File: src/rtl/rcp_iter.sv
// rcp_iter: iterative Newton-Raphson reciprocal, r_o ~= floor(2^WIDTH / a_i).
// One operand in flight at a time; valid/ready handshake on both sides.
// Optional feature macro RCP_ITER_DZ_EN: when defined, a zero divisor skips
// the iterations, returns all ones and raises dz_o. When undefined, zero is
// treated like one and dz_o is tied low.
`timescale 1ns/1ps

module rcp_iter #(
  parameter int WIDTH = 16,
  parameter int ITERS = 3
) (
  input  logic             clk_i,
  input  logic             rst_i,
  input  logic             v_i,
  input  logic [WIDTH-1:0] a_i,
  output logic             in_rdy_o,
  output logic             v_o,
  input  logic             rdy_i,
  output logic [WIDTH-1:0] r_o,
  output logic             dz_o
);

  // Estimate is an integer approximation of 2^WIDTH/a, needs one extra bit for a=1.
  localparam int EW = WIDTH + 1;
  // Product width with headroom so no refinement product ever wraps.
  localparam int PW = 2 * WIDTH + 4;
  localparam int CW = 4;

  localparam logic [EW-1:0]    ONE_E    = {{WIDTH{1'b0}}, 1'b1};
  localparam logic [WIDTH-1:0] ONE_W    = {{(WIDTH-1){1'b0}}, 1'b1};
  localparam logic [PW-1:0]    TWO_P    = {{(PW-WIDTH-2){1'b0}}, 1'b1, {(WIDTH+1){1'b0}}};
  localparam logic [CW-1:0]    CNT_ONE  = {{(CW-1){1'b0}}, 1'b1};
  localparam logic [CW-1:0]    LAST_CNT = CW'(ITERS > 1 ? ITERS - 2 : 0);

  typedef enum logic [1:0] {S_IDLE, S_SEED, S_ITER, S_DONE} state_t;

  state_t           state_q, state_d;
  logic [WIDTH-1:0] a_q, a_d;
  logic [EW-1:0]    est_q, est_d;
  logic [CW-1:0]    cnt_q, cnt_d;
  logic [WIDTH-1:0] r_q, r_d;
  logic             dz_q, dz_d;

  logic [WIDTH-1:0] a_eff;
  logic [EW-1:0]    s_full, seed, est_in, est_new;
  logic             nxt, pow2;
  logic [PW-1:0]    prod_p, corr, prod_n;
  logic [WIDTH-1:0] r_new;
  logic             unused_bits;

  // A zero divisor runs through the datapath as one (result saturates to all ones).
  assign a_eff = (a_q == '0) ? ONE_W : a_q;

  // Seed: 2^(WIDTH-L) from the leading one, trimmed by the next bit down so the
  // starting relative error stays within 1/4; powers of two start exact.
  always_comb begin
    s_full = ONE_E << WIDTH;
    nxt    = 1'b0;
    for (int i = 1; i < WIDTH; i++) begin
      if (a_eff[i]) begin
        s_full = ONE_E << (WIDTH - i);
        nxt    = a_eff[i-1];
      end
    end
    pow2 = ((a_eff & (a_eff - ONE_W)) == '0);
    if (pow2)
      seed = s_full;
    else if (nxt)
      seed = s_full >> 1;
    else
      seed = (s_full >> 1) + (s_full >> 2);
  end

  // One refinement: est' = est * (2^(W+1) - a*est) / 2^W, saturated to WIDTH bits.
  always_comb begin
    est_in  = (state_q == S_SEED) ? seed : est_q;
    prod_p  = {{(PW-WIDTH){1'b0}}, a_eff} * {{(PW-EW){1'b0}}, est_in};
    corr    = (prod_p >= TWO_P) ? '0 : (TWO_P - prod_p);
    prod_n  = {{(PW-EW){1'b0}}, est_in} * corr;
    est_new = prod_n[WIDTH +: EW];
    r_new   = est_new[WIDTH] ? '1 : est_new[WIDTH-1:0];
  end

  assign unused_bits = ^{prod_n[PW-1:WIDTH+EW], prod_n[WIDTH-1:0]};

  // Next-state and datapath control.
  always_comb begin
    state_d = state_q;
    a_d     = a_q;
    est_d   = est_q;
    cnt_d   = cnt_q;
    r_d     = r_q;
    dz_d    = dz_q;
    case (state_q)
      S_IDLE: begin
        if (v_i) begin
          a_d     = a_i;
          state_d = S_SEED;
        end
      end
      S_SEED: begin
        cnt_d = '0;
        est_d = est_new;
`ifdef RCP_ITER_DZ_EN
        if (a_q == '0) begin
          r_d     = '1;
          dz_d    = 1'b1;
          state_d = S_DONE;
        end else
`endif
        if (ITERS == 1) begin
          r_d     = r_new;
          dz_d    = 1'b0;
          state_d = S_DONE;
        end else begin
          state_d = S_ITER;
        end
      end
      S_ITER: begin
        est_d = est_new;
        if (cnt_q == LAST_CNT) begin
          r_d     = r_new;
          dz_d    = 1'b0;
          state_d = S_DONE;
        end else begin
          cnt_d = cnt_q + CNT_ONE;
        end
      end
      S_DONE: begin
        if (rdy_i) state_d = S_IDLE;
      end
      default: state_d = S_IDLE;
    endcase
  end

  // State registers; reset wins over any handshake in the same cycle.
  always_ff @(posedge clk_i) begin
    if (rst_i) begin
      state_q <= S_IDLE;
      a_q     <= '0;
      est_q   <= '0;
      cnt_q   <= '0;
      r_q     <= '0;
      dz_q    <= 1'b0;
    end else begin
      state_q <= state_d;
      a_q     <= a_d;
      est_q   <= est_d;
      cnt_q   <= cnt_d;
      r_q     <= r_d;
      dz_q    <= dz_d;
    end
  end

  assign in_rdy_o = (state_q == S_IDLE);
  assign v_o      = (state_q == S_DONE);
  assign r_o      = r_q;

`ifdef RCP_ITER_DZ_EN
  assign dz_o = dz_q;
`else
  logic unused_dz;
  assign unused_dz = dz_q;
  assign dz_o      = 1'b0;
`endif

endmodule

File: config.mk
export PLATFORM = sky130hd
export DESIGN_NAME = rcp_iter
export DESIGN_NICKNAME = d
export VERILOG_FILES = /design/src/rtl/rcp_iter.sv
export SDC_FILE = /design/constraint.sdc
export NUM_CORES = 2
export LEC_CHECK = 0
export ABC_AREA = 1
export CAP_MARGIN = 20
export CORE_MARGIN = 8
export CORE_UTILIZATION = 40
export DETAILED_ROUTE_END_ITERATION = 7
export HOLD_SLACK_MARGIN = 0.08
export PLACE_DENSITY_LB_ADDON = 0.05
export SETUP_SLACK_MARGIN = 0.2
export SLEW_MARGIN = 20
export SYNTH_ARGS = -nofsm -noshare
export SYNTH_HDL_FRONTEND = slang
export SYNTH_SLANG_ARGS = --single-unit
File: constraint.sdc
create_clock -name clk_i -period 37.6 [get_ports clk_i]
set_clock_uncertainty 0.05 [all_clocks]
set_input_delay 5.64 -clock clk_i [delete_from_list [all_inputs] [get_ports clk_i]]
set_output_delay 5.64 -clock clk_i [all_outputs]
set_load 0.02 [all_outputs]
# Word level (Yosys, flattened, before mapping)
# Index checks and enable logic that the tools add are counted.
dict set report totals {
  word_cells 72
  regBits 55
}
dict set report classes {
  muxes 42
  add_sub_neg 4
  n_bitwise 1
  multipliers 2
  reduce_logical 9
  order_cmp 1
  eq_ne 8
}
# op count
set ops {}
lappend ops {{$mux 17} 18}
lappend ops {{$mul 17x36->33} 1}
lappend ops {{$mux 36} 1}
lappend ops {{$sub 18x33->34 const A} 1}
lappend ops {{$ge 33x18->1 const B} 1}
lappend ops {{$mul 16x17->33} 1}
lappend ops {{$logic_not 16->1} 2}
lappend ops {{$mux 16} 2}
lappend ops {{$add 16x15->17} 1}
lappend ops {{$and 16x16->16} 1}
lappend ops {{$sub 16x1->16 const B} 1}
lappend ops {{$mux 1} 15}
lappend ops {{$pmux 2 s4} 1}
lappend ops {{$pmux 4 s2} 1}
lappend ops {{$mux 2} 3}
lappend ops {{$ne 2x2->1 const B} 3}
lappend ops {{$reduce_and 2->1} 3}
lappend ops {{$add 4x1->4 const B} 1}
lappend ops {{$eq 2x2->1 const B} 2}
lappend ops {{$eq 4x1->1 const B} 1}
lappend ops {{$mux 4} 1}
lappend ops {{$reduce_and 3->1} 1}
lappend ops {{$eq 2x1->1 const B} 1}
lappend ops {{$logic_not 2->1} 1}
lappend ops {{other kinds (3)} 3}

# Longest topological paths before layout
dict set report depth {
  word_depth 26
  mapped_depth 86
  mapped_depth_nobuf 80
}

# Worst setup path after synthesis
# OpenSTA, ideal clock, no wires.
dict set report synth_path {
  kind {register to register}
  startpoint {reg a_q[13]}
  endpoint {reg r_q[12], in the netlist r_o[12]}
  stages_incl_launch_ff 79
  required_ns 37.441
  arrival_time_ns 13.590
  setup_slack_ns 23.851
  path_buffers 3
  setup_time_ns 0.109
  cell_sequence {dfxtp_1 > buf_6 > nor2_1 > nand2_1 > nor2_1 > inv_1 > nor4_1 > ha_1 > a21oi_1 > o21a_1 > nand3_1 > nand2_1 > nand2_1 > nand4_1 > nand2_1 > o21ai_0 > a21oi_1 > o221ai_1 > (+43 left out) > inv_1 > ha_1 > nand2_1 > nor2_1 > nand2_1 > o21ai_0 > a21o_1 > nand3_1 > nand2_1 > nand2_1 > nand2_1 > a21oi_1 > o21ai_0 > xor2_1 > nor2_1 > nand3_2 > nand2_1 > inv_1}
}
dict set report synth_via {
  elab_chain_cells 26
  word_cells_on_any_way 45
  classes_between {add/sub (3); mul (2); order compare (1); mux (36); bitwise (1); reduce/logical (2)}
}
# item line
set synth_lines {}
lappend synth_lines {{start: declaration} 38} ;# logic [WIDTH-1:0] a_q, a_d;
lappend synth_lines {{start signal: assignment} 140} ;# a_q <= '0;
lappend synth_lines {{start signal: assignment} 147} ;# a_q <= a_d;
lappend synth_lines {{$logic_not 16->1} 52} ;# assign a_eff = (a_q == '0) ? ONE_W : a_q;
lappend synth_lines {{$mux 16 (*)} 52}
lappend synth_lines {{$mux 17 (15 in series)} 60} ;# if (a_eff[i]) begin
lappend synth_lines {{$add 16x15->17} 71} ;# seed = (s_full >> 1) + (s_full >> 2);
lappend synth_lines {{$mux 17} 68} ;# else if (nxt)
lappend synth_lines {{$mux 17} 66} ;# if (pow2)
lappend synth_lines {{$mux 17} 76} ;# est_in = (state_q == S_SEED) ? seed : est_q;
lappend synth_lines {{$mul 16x17->33} 77} ;# prod_p = {{(PW-WIDTH){1'b0}}, a_eff} * {{(PW-EW){1'b0}}, est_in};
lappend synth_lines {{$sub 18x33->34 or $ge 33x18->1 (tied branches)} 78} ;# corr = (prod_p >= TWO_P) ? '0 : (TWO_P - prod_p);
lappend synth_lines {{$mux 36} 78}
lappend synth_lines {{$mul 17x36->33 (*)} 79} ;# prod_n = {{(PW-EW){1'b0}}, est_in} * corr;
lappend synth_lines {{$mux 16 (*)} 81} ;# r_new = est_new[WIDTH] ? '1 : est_new[WIDTH-1:0];
lappend synth_lines {{end signal: assignment} 150} ;# r_q <= r_d;
lappend synth_lines {{end: declaration} 41} ;# logic [WIDTH-1:0] r_q, r_d;
# Mark *: on every way between the ends. The rest lies on a longest branch, timed or not.
# A chain may end at the register's enable or synchronous reset.

# Final worst setup path
dict set report layout_path {
  startpoint {reg a_q[3]}
  endpoint {reg r_q[12], in the netlist r_o[12]}
}
# The elaborated chain is that of the path after synthesis.

==> impl_metrics.yaml <==
outcome:
  status: "finished, final reports clean"
cells_and_area:
  diodes: 0
  drive_gt1_share_pct: 3.16
  fin_area_mm2: 0.0273
  layout.nets: 4261
  layout_commonest_cell: "inv_1"
  fillers: 6662
  final_cell_mix: "inv_1, nand2_1, fa_1"
  layout.cells.non_filler: 4355
  area_growth_pct: 6.61
routing:
  wl_per_cell_um: 19.9
  vias: 21500
  drc_errors: 0
  postRouteAntennaNets: 0
  drt-total-wl_um: 86800
  viasPerCell: 4.94
  drt-initial-drc-count: 1457
  dr.pass1.iters: 6
worst_setup_path:
  worstPathRequired_ns: 37.81
  critPathSlowestCell: "dfxtp_1"
  start_kind: "register"
  ff2ff_path_depth: 75
  r2r_slack_ns: 19.54
  cp_max_fo: 19
  crit_start: "a_q[3]$_SDFFE_PP0P_"
  end_kind: "register"
  max_stage_delay_ns: 0.97
  cp_common_cell: "nand2_1"
  timing.rr.start: "a_q[3]$_SDFFE_PP0P_"
  criticalPathCategory: "register to register"
  reg2reg_to: "r_o[12]$_SDFFE_PP0P_"
  arrival_ns: 18.27
yosys:
  syn_area_mm2: 0.0256
  syn_inst: 3453
  synth_top_area_share_pct: 42.3
  synth_largest_area_cell: "fa_1"
  ys_ff_latch: 55
  synth_area_leaders: "fa_1, inv_1, nand2_1"
  ys_warn_count: 0
  ys_seq_area_share_pct: 4.31
  synth.avg_cell_area_um2: 7.41
  ys_types: 46
floorplanning:
  io_pins: 39
  die_h_um: 269
  die_x_um: 269
  initial_core_util_pct: 40.5
  die_area_mm2: 0.0723
  placementRows: 92
  core_mm2: 0.0632
sta:
  final-setup-viol-count: 0
  max_freq_mhz: 55.4
  fin_crit_ns: 18.06
  tns_ns: 0
  drv_slew: 0
  timing.slew.headroom_pct: 29.0
  period_share_pct: 48.0
  hold_viol: 0
  rsz0062_at_grt: "no"
  worstMarginPinSlew_ns: 1.06
clocking:
  holdBufCountCts: 0
  clkLatencyLatePin_ns: 0.32
  cts_setup_buffers: 0
  cts_tree: "yes"
  cts_resized: 0
  cts-root-buf: "clkbuf_16"
  numCtsBuffers: 5
  cts.sinks: 55
  cts.path.max_buffers: 2
  htreeDepth: 2
  clk_pin_slew_ns: 0.09
grt:
  track_usage_pct: 24.6
  grt_pass1_vias: 22800
  grt_max_degree: 38
  grt_pass1_wl_um: 134000
  grt_overflow: 0
  antenna_found_initial: 0
worst_hold_path:
  worstHoldStart: "cnt_q[3]$_SDFFE_PP0P_"
  holdPathStages: 2
  holdPathEnd: "cnt_q[3]$_SDFFE_PP0P_"
  hold_path_class: "register to register"
place:
  post_dp_cell_area_mm2: 0.0271
  place_hpwl_um: 70900
  io_buffers: 37
  post-place-cells: 4348
  gpl.final_weighted_congestion: 0.908
run:
  drv_cap: 0
-- how the worst max path moves through the flow --
| stage | endpoint | slack (ns) | cells after the start |
|---|---|---|---|
| detailed placement | r_o[12]$_SDFFE_PP0P_ | 19.47 | 71 |
| CTS | r_o[12]$_SDFFE_PP0P_ | 19.41 | 71 |
| floorplan | r_o[12]$_SDFFE_PP0P_ | 23.85 | 78 |
| global placement | r_o[12]$_SDFFE_PP0P_ | 19.44 | 71 |
| finish | r_o[12]$_SDFFE_PP0P_ | 19.54 | 75 |
| global route | r_o[12]$_SDFFE_PP0P_ | 18.52 | 76 |
-- layout make-up --
type / instances / area (um^2) / area share (%)
clock buffer: 5 / 125 / 0.459
clock inverter: 2 / 16.3 / 0.0597
inverter: 978 / 3670 / 13.5
multi-input combinational: 2407 / 20700 / 76.1
sequential: 55 / 1100 / 4.04
tap: 846 / 1060 / 3.88
timing repair buffer: 62 / 558 / 2.05
-- stage by stage --
step / utilization (%) / worst slack [ns] / hold slack [ns]
6_report: 43.1 / 19.54 / 0.422
5_1_grt: 43.1 / 18.52 / 0.464
4_1_cts: 43.1 / 19.41 / 0.425
3_5_place_dp: 42.9 / 19.47 / 0.413
3_3_place_gp: 42.9 / 19.44 / 0.404
2_1_floorplan: - / 23.85 / 0.389
-- per-layer routing --
metal,wire (um),up-vias,GRT usage [%]
li1,-,9953,-
met1,36700,10800,31.9
met2,42300,607,42.6
met3,4630,154,3.27
met4,3130,0,7.26
met5,0,-,0
-- critical path: cells and delay by family (launching register included) --
kind / cells / cell delay [ns]
compound gates: 8 / 1.92
fa+ha+maj: 14 / 6.63
buf+inv: 15 / 3.69
simple gates: 37 / 4.48
xor+xnor: 1 / 0.22
flops: 1 / 0.97
-- Yosys cell counts, drive strengths merged --
cell type,n
o22ai,2
nand3b,1
o2111ai,1
fa,541
a21o,5
o311ai,1
a21oi,108
nand2,761
nor2,350
xnor2,21
or2,5
ha,191
nand4,29
a31o,1
o21ai,77
buf,33
o221ai,2
xor2,40
nand3,100
o211ai,19
inv,967
and2,9
a211oi,1
clkinv,11
dfxtp,55
nor3,18
o21bai,4
clkbuf,85
o21a,1
conb,2
nor4,5
a31oi,7
-- state kept, by name (all words and copies together), names as in the netlist --
| signal | flops |
|---|---|
| a_q | 16 |
| r_o | 16 |
| est_q | 17 |
| state_q | 2 |
| cnt_q | 4 |
-- cells by family after synthesis --
family	Yosys count	synth area share, %
AOI/OAI and AO/OA	229	4.97
xor gates and xnor gates	61	2.09
adders and majority gates	732	51.7
buffers and inverters	1096	16.4
DFF	55	4.31
other	2	0.0294
and+or+nand+nor	1278	20.5
Power is left out: the tool's default activity adds up to more than one toggle a clock period on the data nets, which glitch-free logic cannot reach.
